## config.mk

```make
export PLATFORM = sky130hd
export DESIGN_NAME = mux_arb_rr_flat
export DESIGN_NICKNAME = d
export VERILOG_FILES = /design/src/rtl/mux_arb_rr_if.sv /design/src/rtl/mux_arb_rr.sv /design/src/flat_wrapper.sv
export SDC_FILE = /design/constraint.sdc
export NUM_CORES = 1
export LEC_CHECK = 0
export ABC_AREA = 1
export BUFFER_PORTS_ARGS = -buffer_cell sky130_fd_sc_hd__buf_2
export CAP_MARGIN = 20
export CORE_MARGIN = 3
export CORE_UTILIZATION = 52
export CTS_BUF_LIST = sky130_fd_sc_hd__clkbuf_8
export DETAILED_ROUTE_END_ITERATION = 7
export PLACE_DENSITY = 0.95
export RECOVER_POWER = 50
export SETUP_SLACK_MARGIN = 0.02
export SYNTH_ARGS = -nofsm -noshare
export SYNTH_HDL_FRONTEND = slang
export SYNTH_SLANG_ARGS = --single-unit
```

## constraint.sdc

```tcl
create_clock -name clk -period 6.31 [get_ports clk]
set_input_delay 1.262 -clock clk [delete_from_list [all_inputs] [get_ports clk]]
set_output_delay 1.262 -clock clk [all_outputs]
set_load 0.005 [all_outputs]
```

## src/rtl/mux_arb_rr_if.sv

```systemverilog
// mux_arb_rr_if: handshake and data bundle for the mux_arb_rr selector.
// The in_last lane exists only when MUX_ARB_LOCK_EN is defined.
// master = producers/consumer side, slave = the selector itself.
interface mux_arb_rr_if #(
    parameter int WIDTH  = 16,
    parameter int NUM_IN = 8
);
    localparam int SEL_W = $clog2(NUM_IN);

    logic                      mode;
    logic [SEL_W-1:0]          sel;
    logic [NUM_IN*WIDTH-1:0]   in_data;
    logic [NUM_IN-1:0]         in_valid;
    logic [NUM_IN-1:0]         in_ready;
`ifdef MUX_ARB_LOCK_EN
    logic [NUM_IN-1:0]         in_last;
`endif
    logic [WIDTH-1:0]          out_data;
    logic [SEL_W-1:0]          out_sel;
    logic                      out_valid;
    logic                      out_ready;

    modport master (
        output mode, sel, in_data, in_valid,
`ifdef MUX_ARB_LOCK_EN
        output in_last,
`endif
        output out_ready,
        input  in_ready, out_data, out_sel, out_valid
    );

    modport slave (
        input  mode, sel, in_data, in_valid,
`ifdef MUX_ARB_LOCK_EN
        input  in_last,
`endif
        input  out_ready,
        output in_ready, out_data, out_sel, out_valid
    );
endinterface

```

## src/rtl/mux_arb_rr.sv

```systemverilog
// mux_arb_rr: registered NUM_IN-way selector with valid/ready handshaking.
// Fixed selection via sel (mode=0) or round-robin among valid inputs (mode=1).
// Optional packet lock (hold the grant until in_last) with MUX_ARB_LOCK_EN.
module mux_arb_rr #(
    parameter int WIDTH  = 16,
    parameter int NUM_IN = 8
) (
    input  logic        clk,
    input  logic        rst_n,
    mux_arb_rr_if.slave bus
);
    localparam int SEL_W = $clog2(NUM_IN);
    localparam logic [SEL_W-1:0] LAST_IDX = SEL_W'(NUM_IN - 1);

    logic [SEL_W-1:0]  ptr;
    logic              load;
    logic              found;
    logic              grant;
    logic [SEL_W-1:0]  grant_idx;
    logic [NUM_IN-1:0] elig;
    logic [WIDTH-1:0]  chan [NUM_IN];
`ifdef MUX_ARB_LOCK_EN
    logic              lock;
    logic [SEL_W-1:0]  lock_idx;
`endif

    // Output register may take a new word when empty or being drained.
    always_comb begin
        load = ~bus.out_valid | bus.out_ready;
    end

    // Unpack the flat input bus into per-channel words.
    always_comb begin
        for (int unsigned i = 0; i < NUM_IN; i++) begin
            chan[i] = bus.in_data[i*WIDTH +: WIDTH];
        end
    end

    // Channels allowed to win this cycle.
    always_comb begin
        elig = '0;
        if (bus.mode) begin
            elig = '1;
        end else if (int'(bus.sel) < NUM_IN) begin
            elig[bus.sel] = 1'b1;
        end
`ifdef MUX_ARB_LOCK_EN
        if (lock) begin
            elig = '0;
            elig[lock_idx] = 1'b1;
        end
`endif
        elig = elig & bus.in_valid;
    end

    // Scan from ptr with wrap at NUM_IN; fixed/locked sets hold one bit so the scan order is moot.
    always_comb begin
        int unsigned      idx;
        logic [SEL_W-1:0] idx_s;
        idx       = 0;
        idx_s     = '0;
        found     = 1'b0;
        grant_idx = '0;
        for (int unsigned k = 0; k < NUM_IN; k++) begin
            idx = 32'(ptr) + k;
            if (idx >= NUM_IN) begin
                idx = idx - NUM_IN;
            end
            idx_s = SEL_W'(idx);
            if (!found && elig[idx_s]) begin
                found     = 1'b1;
                grant_idx = idx_s;
            end
        end
    end

    // Grant and per-channel accept strobe; nothing is accepted in reset.
    always_comb begin
        grant        = rst_n & load & found;
        bus.in_ready = '0;
        if (grant) begin
            bus.in_ready[grant_idx] = 1'b1;
        end
    end

    // Output register: load granted word, or drop valid when drained with no grant.
    always_ff @(posedge clk or negedge rst_n) begin
        if (!rst_n) begin
            bus.out_valid <= 1'b0;
            bus.out_data  <= '0;
            bus.out_sel   <= '0;
        end else if (load) begin
            if (grant) begin
                bus.out_valid <= 1'b1;
                bus.out_data  <= chan[grant_idx];
                bus.out_sel   <= grant_idx;
            end else begin
                bus.out_valid <= 1'b0;
            end
        end
    end

    // Round-robin pointer advances past each round-robin winner.
    always_ff @(posedge clk or negedge rst_n) begin
        if (!rst_n) begin
            ptr <= '0;
        end else if (grant && bus.mode) begin
            ptr <= (grant_idx == LAST_IDX) ? '0 : grant_idx + 1'b1;
        end
    end

`ifdef MUX_ARB_LOCK_EN
    // Packet lock: hold the winner until it presents in_last.
    always_ff @(posedge clk or negedge rst_n) begin
        if (!rst_n) begin
            lock     <= 1'b0;
            lock_idx <= '0;
        end else if (grant) begin
            if (bus.in_last[grant_idx]) begin
                lock <= 1'b0;
            end else begin
                lock     <= 1'b1;
                lock_idx <= grant_idx;
            end
        end
    end
`endif
endmodule

```

## src/flat_wrapper.sv

```systemverilog
// flat-port wrapper written by rule: the top's interface ports become plain ports
module mux_arb_rr_flat 
#(
    parameter int WIDTH  = 16,
    parameter int NUM_IN = 8
)
  (clk, rst_n, bus_mode, bus_sel, bus_in_data, bus_in_valid, bus_out_ready, bus_in_ready, bus_out_data, bus_out_sel, bus_out_valid);
  mux_arb_rr_if #(.WIDTH(WIDTH), .NUM_IN(NUM_IN)) bus_i ();
  input  logic clk;
  input  logic rst_n;
  input wire logic [$bits(bus_i.mode)-1:0] bus_mode;
  input wire logic [$bits(bus_i.sel)-1:0] bus_sel;
  input wire logic [$bits(bus_i.in_data)-1:0] bus_in_data;
  input wire logic [$bits(bus_i.in_valid)-1:0] bus_in_valid;
  input wire logic [$bits(bus_i.out_ready)-1:0] bus_out_ready;
  output wire logic [$bits(bus_i.in_ready)-1:0] bus_in_ready;
  output wire logic [$bits(bus_i.out_data)-1:0] bus_out_data;
  output wire logic [$bits(bus_i.out_sel)-1:0] bus_out_sel;
  output wire logic [$bits(bus_i.out_valid)-1:0] bus_out_valid;
  assign bus_i.mode = bus_mode;
  assign bus_i.sel = bus_sel;
  assign bus_i.in_data = bus_in_data;
  assign bus_i.in_valid = bus_in_valid;
  assign bus_i.out_ready = bus_out_ready;
  assign bus_in_ready = bus_i.in_ready;
  assign bus_out_data = bus_i.out_data;
  assign bus_out_sel = bus_i.out_sel;
  assign bus_out_valid = bus_i.out_valid;
  mux_arb_rr #(.WIDTH(WIDTH), .NUM_IN(NUM_IN)) u_core (.clk(clk), .rst_n(rst_n), .bus(bus_i));
endmodule
```

==> impl_metrics.ini, run 1 <==
[run_status]
status = finished, final reports clean

[routing]
drt-initial-drc-count = 366
ant_nets = 0
wl_per_cell_um = 13.5
drt_wl_total_um = 11100
route.detailed.drc = 0
dr.pass1.iters = 5
drt-vias-per-instance = 5.45
num_vias = 4501

[flow_run]
maxCapViolations = 0

[synth]
yosys-mux-area-fraction_pct = 0
synth.distinct_cells = 30
seq_area_frac_synth_pct = 16.9
synth_area_leader_cell = nand2_1
synthAdderAreaFrac_pct = 0.736
ys_ff_latch = 23
ys_warn_count = 0
synthTopCellsByArea = nand2_1, nand3_1, dfrtp_1
synth-compound-area-share_pct = 1.91
syn_area_um2 = 3400
syn_area_per_cell_um2 = 5.59
synth.top_cell.area_share_pct = 27.7
yosys.area_share.simple_pct = 63.6
synth_top_family_by_area = simple AND/OR/NAND/NOR gates
syn_nets = 753
syn-instance-count = 608
synth_xor_area_share_pct = 0.773

[die]
die_area_um2 = 7540
core_region_area_um2 = 6130
io_pins = 171
die_width_um = 86.9
rows = 28
initial_core_util_pct = 55.4
die_h_um = 86.9

[timing]
hold_ws_ps = 502
period_minus_slack_ps = 5410
tns_ps = 0
finalSetupViolCount = 0
clock_skew_ps = 4.99
setup_slack_ps = 896
hold_violations = 0
finalCritPeriodShare_pct = 85.8
maxSlewViolCount = 0
rsz0062_at_grt = no
tightest_slew_ps = 1280
fmax_mhz = 185
max_slew_margin_pct = 14.6

[setup_path]
cp-end-kind = primary output
critPathTopFamily = simple AND/OR/NAND/NOR gates
path_common_cell = nand3_1
crit_buf_inv = 4
start_kind = flip-flop
critPathSlowestCell = dfrtp_1
required_ps = 5050
criticalPathCategory = reg2out
crit_chain = clkinv_1 -> ha_1 -> inv_1 -> nand3_1 -> nand3_1 -> nand2_2 -> nor2_8 -> nand4_4 -> nor2_4 -> nand3_2 -> nor2_2 -> nor2_4 -> inv_2 -> nand3_1 -> nor2_1 -> buf_2
cp.arrival_ps = 4150
crit_fanout = 37
cp_slowest_stage_delay_ps = 570

[finish]
antenna_cells = 0
stdcell_count = 826
fillers = 567
area_growth_pct = 21.5
drive_gt1_share_pct = 26.2
final_nets = 897

[clocking]
postCtsSetupBuffers = 0
cts-root-buf = clkbuf_8
cts_inserted_buffers = 3
cts.sinks = 23
path_clk_slew_ps = 80
cts_buffer_depth = 2
cts_resized = 0
cts_tree = built
htree_levels = 1
clk_latency_ps = 260
cts.hold.buffers_added = 0

[place]
dp_hpwl_um = 8760
place.gp.congestion = 0.980
port_buffers = 170
dp.cells = 822
pre_cts_slack_ps = 1300

[grt]
grt_util_all_layers_pct = 28.8
grt_pass1_vias = 3974
antenna_found_initial = 0
grt_first_pass_wirelength_um = 17900
grt_overflow = 0
grt_max_degree = 66

[hold_path]
hp-class = reg2reg
[worst min-delay path, stage by stage, from the launching register on]
cell	delay [ps]
dfrtp_1	360
nand2_1	60
nand2_1	50
[area by class of cell]
class | instances | area, µm² | share of cell area [%]
multi-input combinational | 477 | 2280 | 55.1
inverter | 73 | 274 | 6.63
sequential | 23 | 576 | 13.9
timing repair buffer | 174 | 866 | 21.0
tap | 75 | 93.8 | 2.27
clock buffer | 3 | 41.3 | 0.999
clock inverter | 1 | 3.75 | 0.0909
[registers in the layout, summed over array words and instances (netlist names)]
signal,cells
u_core.bus.out_valid,1
u_core.bus.out_sel,3
u_core.ptr,3
u_core.bus.out_data,16
[synth_stat cells (all sizes together)]
| library cell | n |
|---|---|
| nand2 | 256 |
| nand3 | 156 |
| inv | 72 |
| buf | 35 |
| dfrtp | 23 |
| nor2 | 22 |
| nand3b | 17 |
| o21ai | 8 |
| nand4 | 5 |
| nor3 | 4 |
| ha | 2 |
| xor2 | 2 |
| a21boi | 1 |
| a21oi | 1 |
| a31oi | 1 |
| and2 | 1 |
| clkinv | 1 |
| xnor2 | 1 |
[layer usage]
layer  GRT usage [%]  wire [µm]  vias to the layer above
li1                -          -                     2207
met1            38.7       4490                     1981
met2            48.7       5200                      284
met3            3.60       1200                       29
met4            7.51        255                        0
met5               0          0                        -
[cells by family after synthesis]
group                    after synthesis
AND/OR/NAND/NOR                      461
XOR/XNOR                               3
flip-flops                            23
buffers and inverters                108
adder cells (fa/ha/maj)                2
AO/OA/AOI/OAI                         11
[cells in the final DEF (no fill, tap or decap), drive strengths merged]
master and count:
nand3 156, nand4 5, xnor2 1, a21oi 1, nand2 256, nand3b 17, a21boi 1, buf 162
o21ai 8, nor2 22, inv 73, xor2 2, clkinv 1, dfrtp 23, nor3 4, clkbuf 15
ha 2, and2 1, a31oi 1
[metrics by stage]
step	instance area (µm²)	util (%)
after floorplan	3400	-
after global placement	4100	66.9
after detailed placement	4100	66.9
after CTS	4150	67.6
after global routing	4130	67.4
final	4130	67.4
[path summary, 6_finish.rpt]
| path | depth (start not counted) | slack, ps | to | startpoint |
|---|---|---|---|---|
| setup / recovery | 16 | 900 | bus_in_ready[7] | u_core.ptr[1] |
| hold / removal | 2 | 500 | u_core.bus.out_sel[2] | u_core.bus.out_sel[2] |
| setup reg to reg | 18 | 2270 | u_core.bus.out_data[12] | u_core.ptr[1] |
| hold reg to reg | 2 | 500 | u_core.bus.out_sel[2] | u_core.bus.out_sel[2] |
| max in group asynchronous | 1 | 4300 | u_core.bus.out_data[4] | rst_n |
| min in group asynchronous | 1 | 1250 | u_core.ptr[1] | rst_n |
Power of run 1 is left out: the tool's default activity adds up to more than one toggle a clock period on the data nets, which glitch-free logic cannot reach.
==> run 2: changes to the inputs <==
BUFFER_PORTS_ARGS = -buffer_cell sky130_fd_sc_hd__buf_4   (was -buffer_cell sky130_fd_sc_hd__buf_2)
==> run 2 against run 1 <==
  * Wire length is 7.0% higher
  * Core utilization is 6.3 points higher
  * First-iteration DRC count is 11% lower
  * Maximum frequency grew 1.2%
  * Design area is 9.3% higher
  * Via count decreased by 0.89%
  * Worst hold slack got worse by 8.8 ps
  * Sequential cell count stayed put
  * Critical path depth unchanged
  * Register-to-register slack lost 490 ps
  * Count of clock-buffer cells in the layout unchanged
  * Final cell count fell by 0.12%
==> impl_metrics.ini, run 2 (synthesized netlist as in run 1, its figures left out) <==
[setup_path]
crit_fanout = 65
cp-end-kind = primary output
start_kind = flip-flop
criticalPathCategory = reg2out
cp.arrival_ps = 4090
required_ps = 5050

[clocking]
cts_resized = 0
cts.sinks = 23
cts.hold.buffers_added = 0
cts_buffer_depth = 2
postCtsSetupBuffers = 0
cts-root-buf = clkbuf_8
clk_latency_ps = 260
path_clk_slew_ps = 80
cts_tree = built
cts_inserted_buffers = 3
htree_levels = 1

[routing]
num_vias = 4461
dr.pass1.iters = 7
route.detailed.drc = 0
drt_wl_total_um = 11900
ant_nets = 0
drt-vias-per-instance = 5.41
wl_per_cell_um = 14.5
drt-initial-drc-count = 327

[timing]
tns_ps = 0
maxSlewViolCount = 0
fmax_mhz = 187
rsz0062_at_grt = no
finalCritPeriodShare_pct = 84.8
max_slew_margin_pct = 12.2
tightest_slew_ps = 1320
hold_violations = 0
clock_skew_ps = 7.79
finalSetupViolCount = 0
period_minus_slack_ps = 5350

[flow_run]
maxCapViolations = 0

[finish]
top_regs = u_core.bus.out_data: 16 flops, u_core.bus.out_sel: 3 flops, u_core.ptr: 3 flops
final_nets = 896
final_common_cell = nand2_1
area_growth_pct = 32.9
largest_reg_flops = 16
drive_gt1_share_pct = 26.1
layout_common_cells = nand2_1, buf_4, nand3_1
fillers = 530
antenna_cells = 0
regMostFlops = u_core.bus.out_data

[die]
core_region_area_um2 = 6130
io_pins = 171
initial_core_util_pct = 55.4
rows = 28
die_width_um = 86.9
die_area_um2 = 7540
die_h_um = 86.9

[grt]
grt_overflow = 0
grt_first_pass_wirelength_um = 18100
antenna_found_initial = 0
grt_util_all_layers_pct = 29.5
grt_max_degree = 66
grt_pass1_vias = 3967

[place]
place.gp.congestion = 0.978
dp_hpwl_um = 9400
port_buffers = 170

[run_status]
status = finished, final reports clean

[hold_path]
hp-class = reg2reg
==> run 2: metal layers <==
layer	wire length, µm	vias to the layer above	global-route usage (%)	part of all wire (%)
met3	1210	28	2.93	10
met1	4950	1980	41.6	41
met4	356	0	9.21	3.0
met5	0	-	0	0
li1	-	2211	-	-
met2	5420	242	47.3	45
==> run 2: layout make-up <==
class | count | area [µm²] | share of cell area [%]
tap | 75 | 93.8 | 2.08
clock inverter | 1 | 5.00 | 0.111
sequential | 23 | 576 | 12.7
timing repair buffer | 173 | 1250 | 27.7
clock buffer | 3 | 41.3 | 0.914
inverter | 73 | 274 | 6.07
multi-input combinational | 477 | 2280 | 50.4
==> run 2: per-stage QoR <==
stage | std cells | util [%] | hold slack, ps | instance area (µm²) | worst slack [ps]
5_1_grt | 825 | 73.7 | 530 | 4520 | 559
3_3_place_gp | 821 | 73.7 | 481 | 4520 | 1300
3_5_place_dp | 821 | 73.7 | 480 | 4520 | 1210
2_1_floorplan | 608 | - | 473 | 3400 | 2040
4_1_cts | 825 | 74.5 | 501 | 4570 | 1050
6_report | 825 | 73.7 | 493 | 4520 | 958
==> run 2: final timing paths <==
| check | startpoint | end | slack (ps) | cells after the start |
|---|---|---|---|---|
| max | u_core.ptr[1] | bus_in_ready[5] | 960 | 16 |
| min | u_core.bus.out_sel[0] | u_core.bus.out_sel[0] | 490 | 2 |
| max reg2reg | u_core.ptr[1] | u_core.bus.out_data[4] | 1780 | 18 |
| min reg2reg | u_core.bus.out_sel[0] | u_core.bus.out_sel[0] | 490 | 2 |
| max in group asynchronous | rst_n | u_core.bus.out_data[14] | 4270 | 1 |
| min in group asynchronous | rst_n | u_core.bus.out_data[9] | 1270 | 1 |
==> run 2: critical path: stages, from the launching register on <==
cell      delay [ps]
dfrtp_1          580
clkinv_1         390
ha_1             510
inv_1            220
nand3_1          130
nand3_1          110
nand2_2          110
nor2_8           150
nand4_4          120
nor2_4           170
nand2_2           80
nand3b_4         530
nand2_2          180
inv_1            130
nand3_1          110
nor3_1           170
buf_4            140
Power of run 2 is left out for the same reason.
==> run 3: changes to the inputs <==
ABC_AREA = 0   (was 1)
CORE_UTILIZATION = 43   (was 52)
PLACE_DENSITY = 0.87   (was 0.95)
clock period = 4.6 ns   (was 6.31 ns; I/O delays follow)
==> run 3 against run 2 <==
  * The run now ends with setup timing left
  * Via count fell by 11%
  * Wire length rose by 16%
  * First-iteration DRC count rose by 32%
  * Design area rose by 21%
==> impl_metrics.ini, run 3 <==
[run_status]
status = finished with violations
violations = setup timing

[setup_path]
ff2ff_setup_slack_ps = 290
criticalPathCategory = in2out
crit_fanout = 8
critPathLaunch = bus_sel[1]
start_kind = primary input
cp-end-kind = primary output
r2r_cells = 16
rr_endpoint = u_core.bus.out_data[8]
cp.arrival_ps = 3770
rr_startpoint = u_core.ptr[1]
required_ps = 3680

[finish]
top_regs = u_core.bus.out_data: 16 flops, u_core.bus.out_sel: 3 flops, u_core.ptr: 3 flops
layout_common_cells = buf_4, mux2i_1, dfrtp_1
final_common_cell = buf_4
regMostFlops = u_core.bus.out_data
final_area_um2 = 5460
drive_gt1_share_pct = 55.0
antenna_cells = 0
final_util_pct = 77.8
area_growth_pct = 70.0
largest_reg_flops = 16
fillers = 428
final_nets = 693

[synth]
synth_commonest_cells = mux2i_1, dfrtp_1, and2_1, a221o_1, o21ai_1
syn_nets = 477
synthArstFlopShare_pct = 100
synth_edf_count = 0
synth.top_cell.area_share_pct = 32.4
synth_area_leader_cell = mux2i_1
yosysMostFrequentCell = mux2i_1
seq_area_frac_synth_pct = 17.9
syn-instance-count = 332
ys_warn_count = 0
synth.distinct_cells = 58
ys_ff_latch = 23
synthTopCellsByArea = mux2i_1, dfrtp_1, mux4_2
ys.flop_type = dfrtp_1
syn_area_per_cell_um2 = 9.67
syn_area_um2 = 3210

[grt]
grt_util_all_layers_pct = 27.4
grt_first_pass_wirelength_um = 18900
met1_usage_pct = 30.9
antenna_found_initial = 0
gr-usage-met3_pct = 5.04
grt_overflow = 0
globalRouteMet2Util_pct = 50.0
grt_pass1_vias = 3957
grt_max_degree = 32
grt_busiest_layer = met2

[clocking]
cts_tree = built
htree_levels = 1
path_clk_slew_ps = 90
cts.sinks = 23
cts_inserted_buffers = 3
cts_buffer_depth = 2
clk_latency_ps = 290
cts-root-buf = clkbuf_8

[timing]
hold_ws_ps = 495
period_minus_slack_ps = 4690
setup_slack_ps = -86.3
max_slew_margin_pct = 64.7
hold_violations = 0
finalCritPeriodShare_pct = 102
tightest_slew_ps = 530
rsz0062_at_grt = yes
fmax_mhz = 213
finalSetupViolCount = 8
maxSlewViolCount = 0
clock_skew_ps = 9.03

[pwr]
power_density_nw_per_um2 = 982
p_total_w = 0.00536
p_leak_nw = 2.61
peakVddDrop_mv = 1.21

[place]
port_buffers = 170
placed_cell_area_um2 = 4840
place.gp.congestion = 0.995
dp_hpwl_um = 9700

[routing]
dr.pass1.iters = 6
drt_wl_total_um = 13900
drt-vias-per-instance = 6.16
wl_per_cell_um = 21.5
drt-initial-drc-count = 431
num_vias = 3961
ant_nets = 0
route.detailed.drc = 0

[flow_run]
maxCapViolations = 0

[die]
rows = 30
die_area_um2 = 8540
die_h_um = 92.4
core_region_area_um2 = 7020
die_width_um = 92.4
initial_core_util_pct = 45.8
io_pins = 171

[hold_path]
hold_depth = 2
hp-class = reg2reg
hold_end = u_core.bus.out_sel[1]
min_from = u_core.bus.out_sel[1]
## run 3: power breakdown
part	leakage, nW	total [W]	internal, W	switching (W)
sequential	0.284	0.000374	0.000307	0.0000665
clock	0.0255	0.000142	0.0000611	0.0000811
combinational	2.31	0.00485	0.00247	0.00238
## run 3: cell type report
type                       instances  area, µm²  area share (%)
timing repair buffer             238       1930            35.4
tap                               96        120            2.20
clock buffer                       3       41.3           0.756
sequential                        23        576            10.5
multi-input combinational        273       2750            50.4
inverter                           9       33.8           0.619
clock inverter                     1       5.00          0.0917
## run 3: timing repair
action | CTS | global route
endpoints found under the setup margin | 8 | 8
buffers inserted | 7 | 14
resized for setup | 30 | 48
hold buffers | 0 | 0
pin swaps | 11 | 26
gates cloned | 0 | 1
## run 3: worst max path at each step
stage	to	slack (ps)
2_1_floorplan	bus_in_ready[4]	20
3_3_place_gp	bus_in_ready[2]	-210
3_5_place_dp	bus_in_ready[0]	-280
4_1_cts	bus_in_ready[0]	-40
5_1_grt	bus_in_ready[4]	-200
6_report	bus_in_ready[5]	-90
## run 3: cells by family (layout without fill, tap and decap cells)
logic type / Yosys count / in the layout / share of synthesized area (%)
AO/OA/AOI/OAI: 76 / 76 / 19.8
XOR/XNOR: 5 / 5 / 1.36
flip-flops: 23 / 23 / 17.9
multiplexers: 117 / 117 / 40.8
AND/OR/NAND/NOR: 73 / 73 / 13.2
adder cells (fa/ha/maj): 2 / 2 / 0.779
buffers and inverters: 36 / 251 / 6.19
## run 3: metrics by stage
| step | setup WS, ps | std cells | TNS [ps] |
|---|---|---|---|
| after floorplan | 23.7 | 332 | 0 |
| after global placement | -212 | 618 | -1390 |
| after detailed placement | -276 | 618 | -1860 |
| after CTS | -43.8 | 628 | -92.4 |
| after global routing | -202 | 643 | -1250 |
| final | -86.3 | 643 | -494 |
## run 3: per-layer routing
layer  up-vias  share of wire [%]
li1       1747                  -
met1      1897                 35
met2       249                 52
met3        68                7.8
met4         0                4.5
met5         -                  0
## run 3: critical path: stages
cell and delay, ps:
buf_12 120, and3b_1 220, o21ai_2 260, mux4_2 370, mux2i_2 100, or4b_4 500
or2_4 260, a221oi_2 230, o32a_4 290, nor2b_4 200, and3_4 200, buf_6 90
(Power assumes the default switching activity.)
